==> src/rtl/frame_mem_writer.sv <==
// Receive-side packet RAM writer: stores frames circularly, commits good frames, rewinds on drop.
// Optional statistics counters are enabled with the FRAME_MEM_STATS_EN macro.
module frame_mem_writer #(
  parameter int ADDR_W  = 11,
  parameter int MIN_LEN = 64,
  parameter int MAX_LEN = 1522
) (
  input  logic              iclk,
  input  logic              irst_n,
  input  logic [2:0]        i_state,
  input  logic [7:0]        i_data,
  input  logic              i_dv,
  input  logic              i_change,
  input  logic              i_error,
  input  logic [ADDR_W-1:0] i_rd_ptr,
  output logic              o_wr_en,
  output logic [ADDR_W-1:0] o_wr_addr,
  output logic [7:0]        o_wr_data,
  output logic [ADDR_W-1:0] o_commit_ptr,
  output logic              o_frame_done,
  output logic [ADDR_W-1:0] o_frame_start,
  output logic [10:0]       o_frame_len,
  output logic              o_drop,
  output logic              o_overflow,
  output logic [15:0]       o_good_cnt,
  output logic [15:0]       o_drop_cnt
);

  typedef enum logic [1:0] {
    IDLE   = 2'd0,
    WRITE  = 2'd1,
    COMMIT = 2'd2,
    DROP   = 2'd3
  } state_t;

  localparam logic [10:0]       MIN_L   = 11'(MIN_LEN);
  localparam logic [10:0]       MAX_L   = 11'(MAX_LEN);
  localparam logic [10:0]       LEN_SAT = 11'h7FF;
  localparam logic [ADDR_W-1:0] ONE_A   = ADDR_W'(1);

  state_t            state_r;
  state_t            state_nxt_s;
  logic [ADDR_W-1:0] wr_ptr_r;
  logic [ADDR_W-1:0] start_r;
  logic [10:0]       len_r;
  logic              sof_s;
  logic              eof_s;
  logic              store_s;
  logic              full_s;
  logic              drop_s;
  logic              wr_s;
  logic              commit_go_s;

  // Frame-level event decode and next-state selection; drop outranks commit.
  always_comb begin
    sof_s       = i_change && (i_state == 3'd3);
    eof_s       = i_change && (i_state == 3'd0);
    store_s     = (state_r == WRITE) && i_dv && (i_state >= 3'd3);
    full_s      = store_s && ((wr_ptr_r + ONE_A) == i_rd_ptr);
    drop_s      = (state_r == WRITE) &&
                  (i_error || (len_r > MAX_L) || full_s || (eof_s && (len_r < MIN_L)));
    wr_s        = store_s && !drop_s;
    commit_go_s = (state_r == WRITE) && eof_s && !drop_s;
    state_nxt_s = state_r;
    case (state_r)
      IDLE: begin
        if (sof_s) begin
          state_nxt_s = WRITE;
        end else begin
          state_nxt_s = IDLE;
        end
      end
      WRITE: begin
        if (drop_s) begin
          state_nxt_s = DROP;
        end else if (commit_go_s) begin
          state_nxt_s = COMMIT;
        end else begin
          state_nxt_s = WRITE;
        end
      end
      COMMIT:  state_nxt_s = IDLE;
      DROP:    state_nxt_s = IDLE;
      default: state_nxt_s = IDLE;
    endcase
  end

  // FSM state register.
  always_ff @(posedge iclk or negedge irst_n) begin
    if (!irst_n) begin
      state_r <= IDLE;
    end else begin
      state_r <= state_nxt_s;
    end
  end

  // Write pointer, frame start and running length; a drop rewinds to the frame start.
  always_ff @(posedge iclk or negedge irst_n) begin
    if (!irst_n) begin
      wr_ptr_r <= '0;
      start_r  <= '0;
      len_r    <= 11'd0;
    end else if ((state_r == IDLE) && sof_s) begin
      start_r <= wr_ptr_r;
      len_r   <= 11'd0;
    end else if (drop_s) begin
      wr_ptr_r <= start_r;
    end else if (wr_s) begin
      wr_ptr_r <= wr_ptr_r + ONE_A;
      if (len_r != LEN_SAT) begin
        len_r <= len_r + 11'd1;
      end
    end
  end

  // Registered RAM write port, commit descriptor, pulses and sticky overflow.
  always_ff @(posedge iclk or negedge irst_n) begin
    if (!irst_n) begin
      o_wr_en       <= 1'b0;
      o_wr_addr     <= '0;
      o_wr_data     <= 8'd0;
      o_commit_ptr  <= '0;
      o_frame_done  <= 1'b0;
      o_frame_start <= '0;
      o_frame_len   <= 11'd0;
      o_drop        <= 1'b0;
      o_overflow    <= 1'b0;
    end else begin
      o_wr_en      <= wr_s;
      o_wr_addr    <= wr_ptr_r;
      o_wr_data    <= i_data;
      o_frame_done <= commit_go_s;
      o_drop       <= drop_s;
      if (commit_go_s) begin
        o_frame_start <= start_r;
        o_frame_len   <= len_r;
        o_commit_ptr  <= wr_ptr_r;
      end
      if (full_s) begin
        o_overflow <= 1'b1;
      end
    end
  end

`ifdef FRAME_MEM_STATS_EN
  logic [15:0] good_cnt_r;
  logic [15:0] drop_cnt_r;

  // Wrapping frame statistics, counted on the one-cycle COMMIT and DROP states.
  always_ff @(posedge iclk or negedge irst_n) begin
    if (!irst_n) begin
      good_cnt_r <= 16'd0;
      drop_cnt_r <= 16'd0;
    end else begin
      if (state_r == COMMIT) begin
        good_cnt_r <= good_cnt_r + 16'd1;
      end
      if (state_r == DROP) begin
        drop_cnt_r <= drop_cnt_r + 16'd1;
      end
    end
  end

  assign o_good_cnt = good_cnt_r;
  assign o_drop_cnt = drop_cnt_r;
`else
  assign o_good_cnt = 16'd0;
  assign o_drop_cnt = 16'd0;
`endif

endmodule

==> config.mk <==
export PLATFORM = sky130hd
export DESIGN_NAME = frame_mem_writer
export DESIGN_NICKNAME = d
export VERILOG_FILES = /design/src/rtl/frame_mem_writer.sv
export SDC_FILE = /design/constraint.sdc
export NUM_CORES = 1
export LEC_CHECK = 0
export ABC_AREA = 1
export BUFFER_PORTS_ARGS = -buffer_cell sky130_fd_sc_hd__buf_2
export CORE_MARGIN = 5
export CORE_UTILIZATION = 57
export CTS_CLUSTER_DIAMETER = 80
export CTS_CLUSTER_SIZE = 10
export DETAILED_ROUTE_END_ITERATION = 8
export PLACE_DENSITY = 0.91
export SETUP_SLACK_MARGIN = 0.4
export SLEW_MARGIN = 20
export SYNTH_ARGS = -nofsm -noshare
export SYNTH_HDL_FRONTEND = slang
export SYNTH_SLANG_ARGS = --single-unit
export TNS_END_PERCENT = 30
==> constraint.sdc <==
create_clock -name iclk -period 5.5 [get_ports iclk]
set_input_delay 1.375 -clock iclk [delete_from_list [all_inputs] [get_ports iclk]]
set_output_delay 1.375 -clock iclk [all_outputs]
set_load 0.05 [all_outputs]
After elaboration in Yosys (flattened, before gate mapping):

Index checks and enable logic that the tools add are counted.

* $lt $le $gt $ge: 3
* bitwise gates (word level): 1
* shift operators: 0
* add/subtract/negate cells: 2
* multiply operators: 0
* reduce and logical (&&, ||, !) cells: 23
* muxes and demuxes: 10
* divide/modulo/power cells: 0
* equality and inequality tests: 7

Operator list (number)
* $mux 11: 6
* $add 11x1->11 const B: 2
* $eq 11x11->1: 1
* $gt 11x11->1 const B: 1
* $logic_and 1x1->1: 11
* $lt 11x7->1 const B: 1
* $ne 11x11->1 const B: 1
* $pmux 2 s3: 1
* $reduce_bool 2->1: 3
* $eq 2x2->1 const B: 2
* $mux 2: 2
* $eq 3x2->1 const B: 1
* $ge 3x2->1 const B: 1
* $logic_not 3->1: 1
* $logic_or 1x1->1: 3
* $reduce_and 3->1: 1
* $eq 2x1->1 const B: 1
* $logic_not 2->1: 1
* $ne 2x1->1 const B: 1
* $reduce_and 2->1: 1
* $reduce_or 2->1: 1
* $logic_not 1->1: 1
* $mux 1: 1
* $not 1->1: 1

* output and inout bits: 88
* bits of input ports: 27
* bits in read-only memories: 0
* bits in registers: 91
* latch bits: 0
* memories kept: 0
* RAM bits: 0

Depth between registers and ports, before layout:

Gate-level depths: netlist of the first run.

* depth in word-level cells: 12
* mapped depth: 18

Least setup slack after synthesis of the first run:

OpenSTA, ideal clock, no wires.

* kind: input to register
* from: input i_state[0]
* to: register wr_ptr_r[2]
* data arrival time: 2.601 ns
* library setup time: 0.117 ns
* cell stages on the path: 15
* setup slack: 2.782 ns
* cell sequence: nand2_1 nand2_1 nand3_1 nor2_1 nand3_1 nor2_1 nand2_1 nor2_1 nand2_2 nand2_2 nand2_2 buf_6 buf_6 nand3_1 nand2_1

* cells in the longest elaborated chain, start to end: 10
* elaborated cells on any way between the ends: 18

Ends and longest elaborated chain
* start: declaration: line 10 `input logic [2:0] i_state,`
* $ge 3x2->1: line 58 `store_s = (state_r == WRITE) && i_dv && (i_state >= 3'd3);`
* $logic_and 1x1->1: line 58
* $logic_and 1x1->1: line 59 `full_s = store_s && ((wr_ptr_r + ONE_A) == i_rd_ptr);`
* $logic_or 1x1->1 (2 in series): line 61 `(i_error || (len_r > MAX_L) || full_s || (eof_s && (len_r < MIN_L)));`
* $logic_and 1x1->1: line 60 `drop_s = (state_r == WRITE) &&`
* $logic_not 1->1: line 62 `wr_s = store_s && !drop_s;`
* $logic_and 1x1->1: line 62
* $reduce_bool 2->1 (no source line)
* $reduce_and 2->1 (no source line)
* end signal: assignment: line 107 `wr_ptr_r <= start_r;`
* end signal: assignment: line 109 `wr_ptr_r <= wr_ptr_r + ONE_A;`
* end: declaration: line 43 `logic [ADDR_W-1:0] wr_ptr_r;`

Parallel ways exist; a longest one is shown, timed or not.
A chain may end at the register's enable or synchronous reset.

Worst setup path in the final report of the first run:

* from: input i_state[1]
* to: register len_r[9]

* cells in the longest elaborated chain, start to end: 10
* elaborated cells on any way between the ends: 19

Ends and longest elaborated chain
* $ge 3x2->1: line 58
* $logic_and 1x1->1: line 58
* $logic_and 1x1->1: line 59
* $logic_or 1x1->1 (2 in series): line 61
* $logic_and 1x1->1: line 60
* $logic_not 1->1: line 62
* $logic_and 1x1->1: line 62
* $reduce_bool 2->1 (no source line)
* $reduce_and 3->1 (no source line)
* end signal: assignment: line 111 `len_r <= len_r + 11'd1;`
* end: declaration: line 45 `logic [10:0] len_r;`

Parallel ways exist; a longest one is shown, timed or not.

==> reports/qor.yml, run 1 <==
min_path_type: "reg -> reg"
via_count: 3688
peakVddDrop_v: 0.000247
antenna_found_initial: 0
numCtsBuffers: 9
grt_usage_pct: 21.6
cts.sinks: 91
cts_tree: "yes"
r2r-start: "state_r[1]$_DFF_PN0_"
grt_pass1_wl_mm: 16.9
crit_path_start_kind: "input port"
dieWidth_um: 98.0
rr_endpoint: "len_r[9]$_DFFE_PN0P_"
finClkSkew_ns: 0.0114
port_buffers: 82
tns_ns: 0
antennaDiodeCount: 0
placementRows: 32
clk_latency_ns: 0.36
dpl_cell_area_um2: 4730
ys.warnings.count: 0
syn_area_um2: 4410
maxSlewViolCount: 0
place.gp.congestion: 0.872
drc: 0
die_h_um: 98.0
holdBufCountCts: 0
yosys.area.top_type: "dfrtp_1"
worstSetupPathType: "in -> reg"
netlist-cell-type-count: 32
yosys-top-cells-area: "dfrtp_1 52%, nand2_1 12%, nand3_1 7.2%"
via_per_inst: 5.19
gr-total-overflow: 0
final_nets: 633
critPathArrivalTime_ns: 4.07
syn_avg_cell_area_um2: 8.37
yosysMostFrequentCell: "nand2_1"
cts_setup_buffers: 0
ant_nets: 0
relSlewSlack_pct: 41.7
synth_edf_count: 0
synth-main-ff-cell: "dfrtp_1"
post-dp-hpwl_mm: 7.17
max-cap-violations: 0
synth.top_cells.by_count: "146 x nand2_1, 91 x dfrtp_1, 63 x nand3_1, 58 x inv_1, 38 x o21ai_0"
hold_path_end: "o_commit_ptr[1]$_DFFE_PN0P_"
max_freq_ghz: 0.262
cts_buffer_depth: 2
io_pins: 115
syn_inst: 527
period_share_pct: 69.5
hold_violations: 0
grt_max_degree: 55
synth_top_area_share_pct: 51.6
powerDensity_nw_per_um2: 513
root_buffer: "clkbuf_8"
coreArea_um2: 7650
hold_depth: 2
first_pass_iters: 5
start_util_pct: 57.7
worst_pin_slew_ns: 0.873
p_leak_nw: 2.72
n_fill_cell: 635
hold_start: "o_commit_ptr[1]$_DFFE_PN0P_"
drt-initial-drc-count: 255
layout-drive-gt1-share_pct: 18.6
finalWirelength_mm: 10.2
ys_seq_area_share_pct: 51.6
fin_crit_ns: 3.82
rrSetupSlack_ns: 1.98
ys_ff_latch: 91
status: "complete, no violations"
clk_pin_slew_worst_paths_ns: 0.09
ys_async_sr_fraction_pct: 100
setup.worst_path.end_class: "flip-flop"
wl_per_cell_um: 14.3
die_area_um2: 9590
grt_pass1_vias: 3573
setup_viol: 0
post_cts_resized: 0
synthToLayoutAreaGrowth_pct: 12.5
fin_area_um2: 4960
critPathRequiredTime_ns: 5.75
rsz0062_at_grt: "no"
critPathMaxFanout: 31
cts_max_level: 3
r2r_cells: 14
[state kept, by name, indices dropped and copies added (netlist names), 2 cells and up]
| name | count |
|---|---|
| o_wr_addr | 11 |
| o_frame_start | 11 |
| state_r | 2 |
| o_commit_ptr | 11 |
| o_wr_data | 8 |
| start_r | 11 |
| o_frame_len | 11 |
| len_r | 11 |
| wr_ptr_r | 11 |
[layout make-up]
| cell class | instances | area (um2) | area share, % |
|---|---|---|---|
| repair buffers | 85 | 435 | 8.78 |
| clock inverters | 6 | 93.8 | 1.89 |
| multi-input cells | 357 | 1670 | 33.6 |
| clock buffers | 10 | 138 | 2.78 |
| flip-flops and latches | 91 | 2280 | 45.9 |
| inverters | 59 | 221 | 4.47 |
| well taps | 102 | 128 | 2.57 |
[through the flow]
stage | setup WS, ns | hold WS, ns | instances | util (%) | total power, mW
final | 1.68 | 0.483 | 710 | 64.8 | 2.54
after detailed placement | 1.46 | 0.461 | 694 | 61.8 | 2.02
after CTS | 1.75 | 0.484 | 710 | 64.8 | 2.54
after floorplan | 2.78 | 0.430 | 558 | - | 1.79
after global routing | 1.37 | 0.520 | 710 | 64.8 | 2.69
after global placement | 1.54 | 0.459 | 694 | 61.8 | 2.00
[worst max-delay path, cell delays in order]
cell,delay (ns)
buf_2,0.09
nand2_1,0.07
nand2_1,0.06
nand3_1,0.43
nor2_1,0.24
nand3_1,0.09
nor2_1,0.12
nand2_1,0.09
nor2_1,0.12
nand2_2,0.09
nand2_2,0.21
nand2_2,0.38
nand2_2,0.36
nand2_1,0.18
nand2_1,0.10
nand2_1,0.05
[logic make-up (layout without fill, tap and decap cells)]
kind of cell	after synthesis	count (layout)	synth area share, %
other	1	32	0.0850
adder cells (fa/ha/maj)	3	3	0.851
AO/OA/AOI/OAI	56	56	6.56
AND/OR/NAND/NOR	258	258	25.6
flip-flops	91	91	51.6
buffers and inverters	110	160	13.4
XOR/XNOR	8	8	1.90
[where the power goes]
group / internal, mW / leakage (nW) / switching (mW) / total (mW)
sequential: 0.857 / 1.20 / 0.156 / 1.01
clock: 0.272 / 0.113 / 0.241 / 0.513
combinational: 0.240 / 1.41 / 0.776 / 1.02
total: 1.37 / 2.72 / 1.17 / 2.54
[worst max path at each step]
stage / start / end / slack, ns / cells after the start
floorplan: i_state[0] / wr_ptr_r[2]$_DFFE_PN0P_ / 2.78 / 15
global placement: i_state[0] / len_r[7]$_DFFE_PN0P_ / 1.54 / 16
detailed placement: i_state[1] / len_r[9]$_DFFE_PN0P_ / 1.46 / 16
CTS: i_state[1] / len_r[9]$_DFFE_PN0P_ / 1.75 / 16
global route: i_state[0] / len_r[9]$_DFFE_PN0P_ / 1.37 / 16
finish: i_state[1] / len_r[9]$_DFFE_PN0P_ / 1.68 / 16
[placed cells by master (no fill, tap or decap), drive strengths merged]
| cell type | n |
|---|---|
| buf | 85 |
| clkinv | 2 |
| nand2 | 152 |
| nand3 | 63 |
| a21boi | 1 |
| o21ai | 48 |
| dfrtp | 91 |
| nor2 | 23 |
| clkinvlp | 1 |
| and2 | 1 |
| conb | 32 |
| o31ai | 1 |
| ha | 3 |
| xnor3 | 1 |
| nand3b | 1 |
| xor2 | 6 |
| nand4 | 12 |
| nor4 | 1 |
| xnor2 | 1 |
| nor3b | 1 |
| clkbuf | 10 |
| nor3 | 4 |
| inv | 60 |
| bufinv | 2 |
| a21oi | 6 |
[per-layer routing]
layer | track usage, % | part of all wire [%]
met1 | 29.4 | 43
met2 | 34.1 | 47
met3 | 3.50 | 7.6
met4 | 9.90 | 2.1
met5 | 0 | 0
Power figures use the tool's default switching activity.
==> run 2: changes to the inputs <==
--- a/config.mk
+++ b/config.mk
@@ -5,14 +5,14 @@
 export SDC_FILE = /design/constraint.sdc
 export NUM_CORES = 1
 export LEC_CHECK = 0
-export ABC_AREA = 1
+export ABC_AREA = 0
 export BUFFER_PORTS_ARGS = -buffer_cell sky130_fd_sc_hd__buf_2
 export CORE_MARGIN = 5
-export CORE_UTILIZATION = 57
+export CORE_UTILIZATION = 47
 export CTS_CLUSTER_DIAMETER = 80
 export CTS_CLUSTER_SIZE = 10
 export DETAILED_ROUTE_END_ITERATION = 8
-export PLACE_DENSITY = 0.91
+export PLACE_DENSITY = 0.81
 export SETUP_SLACK_MARGIN = 0.4
 export SLEW_MARGIN = 20
 export SYNTH_ARGS = -nofsm -noshare
==> constraint.sdc (replaced) <==
create_clock -name iclk -period 3.4 [get_ports iclk]
set_input_delay 0.85 -clock iclk [delete_from_list [all_inputs] [get_ports iclk]]
set_output_delay 0.85 -clock iclk [all_outputs]
set_load 0.05 [all_outputs]
==> run 2 against run 1 <==
Flip-flop and latch count stayed put. Setup slack lost 1.1 ns. Largest power group is now sequential cells. Die area increased by 16%. Design area increased by 0.63%. Clock skew grew 0.0051 ns. Highest routed layer unchanged. Synthesized cell count down 27%. Cell count down 17%.
==> reports/qor.yml, run 2 <==
status: "complete, no violations"
worstSetupPathType: "reg -> reg"
synth_edf_count: 0
finClkSkew_ns: 0.0165
r2r_cells: 8
io_pins: 115
gr-total-overflow: 0
drt-initial-drc-count: 175
synth-main-ff-cell: "dfrtp_1"
dieWidth_um: 105
n_fill_cell: 748
finalWirelength_mm: 9.51
powerDensity_nw_per_um2: 590
min_path_type: "reg -> reg"
critPathArrivalTime_ns: 3.07
numCtsBuffers: 9
max_freq_ghz: 0.351
multiInputGateArea_um2: 1760
synthMuxAreaShare_pct: 10.6
yosys-top-cells-area: "dfrtp_1 53%, mux2_1 6.3%, buf_4 6.0%"
maxSlewViolCount: 0
ys_seq_area_share_pct: 53.4
grt_usage_pct: 17.4
grt_pass1_wl_mm: 15.8
first_pass_iters: 5
synthToLayoutAreaGrowth_pct: 17.0
yosys.area_share.simple_pct: 14.5
layout-drive-gt1-share_pct: 28.4
setup.worst_path.end_class: "flip-flop"
path_cells: "nand3_2, nor4_2, xnor2_1, or4_4, o211ai_4, or2_4, buf_12, mux2_1"
critPathMaxStageDelay_ns: 0.56
via_count: 3117
yosys.area.top_type: "dfrtp_1"
cp_slowest_cell: "dfrtp_1"
synth_compound_area_share_pct: 7.54
root_buffer: "clkbuf_8"
grt_pass1_vias: 3160
hold_violations: 0
rsz0062_at_grt: "no"
fin_ws_ns: 0.552
syn_inst: 386
port_buffers: 82
ys_ff_latch: 91
final_nets: 508
relSlewSlack_pct: 51.2
max-cap-violations: 0
drc: 0
cts_buffer_depth: 2
ys_async_sr_fraction_pct: 100
start_util_pct: 48.7
coreArea_um2: 8760
layout_commonest_cell: "dfrtp_1"
synth-xor-area-share_pct: 4.31
critPathMaxFanout: 21
fin_crit_ns: 2.85
worst_pin_slew_ns: 0.723
cts.sinks: 91
grt_max_degree: 59
critPathRequiredTime_ns: 3.63
die_area_um2: 11100
clk_pin_slew_worst_paths_ns: 0.09
antenna_found_initial: 0
syn_area_um2: 4270
cts_max_level: 3
holdBufCountCts: 0
tns_ns: 0
post-dp-hpwl_mm: 6.79
peakVddDrop_v: 0.000302
rrSetupSlack_ns: 0.55
die_h_um: 105
antennaDiodeCount: 0
seq_area_um2: 2280
netlist-cell-type-count: 51
pre_cts_slack_ns: 0.232
crit_path_start_kind: "flip-flop"
ys.warnings.count: 0
period_share_pct: 83.8
setup_viol: 0
synth_top_area_share_pct: 53.4
place.gp.congestion: 0.908
yosysMostFrequentCell: "dfrtp_1"
clk_latency_ns: 0.36
p_leak_nw: 2.62
synthAdderAreaFrac_pct: 0.880
cts_tree: "yes"
wl_per_cell_um: 16.1
syn_avg_cell_area_um2: 11.1
hold_depth: 1
synth_top_family_by_area: "simple AND/OR/NAND/NOR gates"
final_cell_mix: "89 x dfrtp_1, 81 x buf_2, 47 x nand2_1"
synth.top_cells.by_count: "91 x dfrtp_1, 47 x nand2_1, 34 x buf_4, 24 x mux2_1, 21 x o21ai_0"
ant_nets: 0
via_per_inst: 5.28
placementRows: 34
[run 2: area by class of cell]
| cell class | instances | share of cell area [%] |
|---|---|---|
| clock inverter | 5 | 1.71 |
| timing repair buffer | 101 | 11.5 |
| sequential | 91 | 45.7 |
| clock buffer | 10 | 2.76 |
| tap | 108 | 2.71 |
| inverter | 6 | 0.451 |
| multi-input combinational | 269 | 35.2 |
[run 2: routing by layer]
layer / wire [um] / vias to the layer above / track usage [%]
met1: 3860 / 1515 / 23.1
met5: 0 / - / 0
met3: 851 / 10 / 5.62
met4: 74 / 0 / 3.11
li1: - / 1451 / -
met2: 4720 / 141 / 28.2
[run 2: kinds of logic (layout without fill, tap and decap cells)]
family / after synthesis / after routing
simple gates: 119 / 119
other cells: 1 / 32
fa+ha+maj: 3 / 3
buf+inv: 57 / 122
compound gates: 53 / 53
flops: 91 / 91
xor+xnor: 21 / 21
mux: 41 / 41
[run 2: path summary, 6_finish.rpt]
check                                             from                      endpoint
setup / recovery               wr_ptr_r[2]$_DFFE_PN0P_   o_frame_len[10]$_DFFE_PN0P_
hold / removal             o_commit_ptr[4]$_DFFE_PN0P_   o_commit_ptr[4]$_DFFE_PN0P_
setup reg to reg               wr_ptr_r[2]$_DFFE_PN0P_   o_frame_len[10]$_DFFE_PN0P_
hold reg to reg            o_commit_ptr[4]$_DFFE_PN0P_   o_commit_ptr[4]$_DFFE_PN0P_
max in group asynchronous                       irst_n       wr_ptr_r[0]$_DFFE_PN0P_
min in group asynchronous                       irst_n  o_frame_start[6]$_DFFE_PN0P_
[run 2: worst max-delay path, delay by kind of cell (launching register included)]
kind            cells  cell delay (ns)
buf+inv             1             0.17
flops               1             0.56
simple gates        4             1.27
xor+xnor            1             0.12
compound gates      1             0.24
mux                 1             0.35
[run 2: power by group]
part           total [mW]  switching, mW  internal [mW]
combinational       0.798          0.560          0.239
clock               0.804          0.370          0.434
sequential           1.34          0.128           1.21
[run 2: stage by stage]
stage	instance area [um2]	cells	total power, mW	utilization [%]	hold slack [ns]
after floorplan	4380	417	1.92	-	0.349
after global placement	4690	569	2.09	53.5	0.469
after detailed placement	4690	569	2.12	53.5	0.479
after CTS	4930	586	2.93	56.3	0.499
after global routing	4990	590	3.09	56.9	0.510
final	4990	590	2.94	56.9	0.494
[run 2: timing repair]
item | in CTS | in global routing
endpoints found under the setup margin | 29 | 35
pin swaps | 0 | 2
cloned | 0 | 0
resized for setup | 3 | 7
endpoints found under the hold margin | 0 | 0
setup buffers | 2 | 4
==> run 3: changes to the inputs <==
==> constraint.sdc (replaced) <==
create_clock -name iclk -period 2.39 [get_ports iclk]
set_input_delay 0.5975 -clock iclk [delete_from_list [all_inputs] [get_ports iclk]]
set_output_delay 0.5975 -clock iclk [all_outputs]
set_load 0.05 [all_outputs]
==> run 3 against run 2 <==
The run now ends with setup timing left. Setup slack worse by 0.95 ns. Flip-flop and latch count stayed put. Cell count is 10% higher. Register-to-register slack worse by 0.95 ns. Largest power group unchanged.
==> reports/qor.yml, run 3 (synthesis results as in run 2) <==
drt-met1-wl_mm: 4.53
post-route-util_pct: 66.0
finalWirelength_mm: 12.0
final_nets: 566
numCtsBuffers: 9
critPathArrivalTime_ns: 3.06
gr-total-overflow: 0
routed-wl-met3_mm: 1.06
hold_violations: 0
dieWidth_um: 105
start_util_pct: 48.7
die_area_um2: 11100
grt_pass1_wl_mm: 18.7
p_leak_nw: 3.06
cts_max_level: 3
max_freq_ghz: 0.358
coreArea_um2: 8760
via_per_inst: 5.50
maxSlewViolCount: 0
worstSetupPathType: "reg -> reg"
fin_ws_ns: -0.403
violations: "setup timing"
first_pass_iters: 6
final_cell_mix: "85 x dfrtp_1, 81 x buf_2, 59 x buf_4"
peakVddDrop_v: 0.000594
status: "finished, violations left"
fin_hold_ws_ns: 0.130
finClkSkew_ns: 0.0171
pre_cts_slack_ns: -0.484
clk_pin_slew_worst_paths_ns: 0.10
rsz0062_at_grt: "yes"
drt-initial-drc-count: 259
critPathMaxFanout: 6
critPathRequiredTime_ns: 2.66
via_count: 3571
setup.worst_path.end_class: "flip-flop"
synthToLayoutAreaGrowth_pct: 35.5
wl_met2_mm: 5.92
die_h_um: 105
tns_ns: -13.97
ant_nets: 0
antenna_found_initial: 0
setup_viol: 59
io_pins: 115
powerDensity_nw_per_um2: 795
place.gp.congestion: 0.893
layout-drive-gt1-share_pct: 43.6
relSlewSlack_pct: 61.5
highest_layer: "met4"
fin_crit_ns: 2.79
wl_per_cell_um: 18.4
clk_latency_ns: 0.37
min_path_type: "in -> async"
placementRows: 34
cts_buffer_depth: 2
max-cap-violations: 0
antennaDiodeCount: 0
crit_path_start_kind: "flip-flop"
post-dp-hpwl_mm: 7.42
cts.sinks: 91
root_buffer: "clkbuf_8"
port_buffers: 82
grt_usage_pct: 20.9
period_share_pct: 117
cts_tree: "yes"
total_power_mw: 4.60
layout_commonest_cell: "dfrtp_1"
worst_pin_slew_ns: 0.574
drc: 0
grt_max_degree: 43
grt_pass1_vias: 3718
[run 3: critical path: stages, from the launching register on]
cell      delay (ns)
dfrtp_2         0.43
ha_4            0.15
nand4_1         0.18
buf_4           0.21
buf_6           0.11
o21ai_0         0.25
a21oi_2         0.10
o22ai_2         0.16
o211ai_2        0.13
or2_4           0.29
buf_6           0.14
buf_16          0.13
buf_8           0.13
mux2_4          0.28
[run 3: routing by layer]
| layer | track usage, % | vias up |
|---|---|---|
| met5 | 0 | - |
| met4 | 8.68 | 0 |
| met3 | 6.05 | 48 |
| met2 | 34.7 | 208 |
| met1 | 25.4 | 1742 |
| li1 | - | 1573 |
[run 3: worst paths after layout]
check | from | endpoint | slack, ns | cells past startpoint
setup / recovery | wr_ptr_r[0]$_DFFE_PN0P_ | o_commit_ptr[0]$_DFFE_PN0P_ | -0.40 | 13
hold / removal | irst_n | o_wr_addr[4]$_DFF_PN0_ | 0.13 | 1
setup reg to reg | wr_ptr_r[0]$_DFFE_PN0P_ | o_commit_ptr[0]$_DFFE_PN0P_ | -0.40 | 13
hold reg to reg | o_frame_start[0]$_DFFE_PN0P_ | o_frame_start[0]$_DFFE_PN0P_ | 0.50 | 1
max in group asynchronous | irst_n | start_r[8]$_DFFE_PN0P_ | 1.64 | 2
min in group iclk | i_data[4] | o_wr_data[4]$_DFF_PN0_ | 0.33 | 1
[run 3: per-stage QoR]
stage | instance area [um2] | std cells
2_1_floorplan | 4410 | 417
3_3_place_gp | 5080 | 614
3_5_place_dp | 5080 | 614
4_1_cts | 5660 | 646
5_1_grt | 5780 | 649
6_report | 5780 | 649
[run 3: cell type report]
type,instances,area (um2)
fillers,616,2980
flip-flops and latches,91,2280
multi-input cells,269,1970
repair buffers,159,1140
well taps,108,135
clock buffers,10,128
clock inverters,6,95.1
inverters,6,22.5
[run 3: power by group]
part	internal, mW	switching [mW]
Sequential	1.73	0.149
Combinational	0.557	0.962
Clock	0.601	0.598
[run 3: what timing repair did]
action | CTS | global route
setup buffers | 14 | 3
endpoints found under the setup margin | 60 | 61
cloned | 2 | 0
hold buffers | 0 | 0
pin swaps | 15 | 3
gates resized for setup | 62 | 26
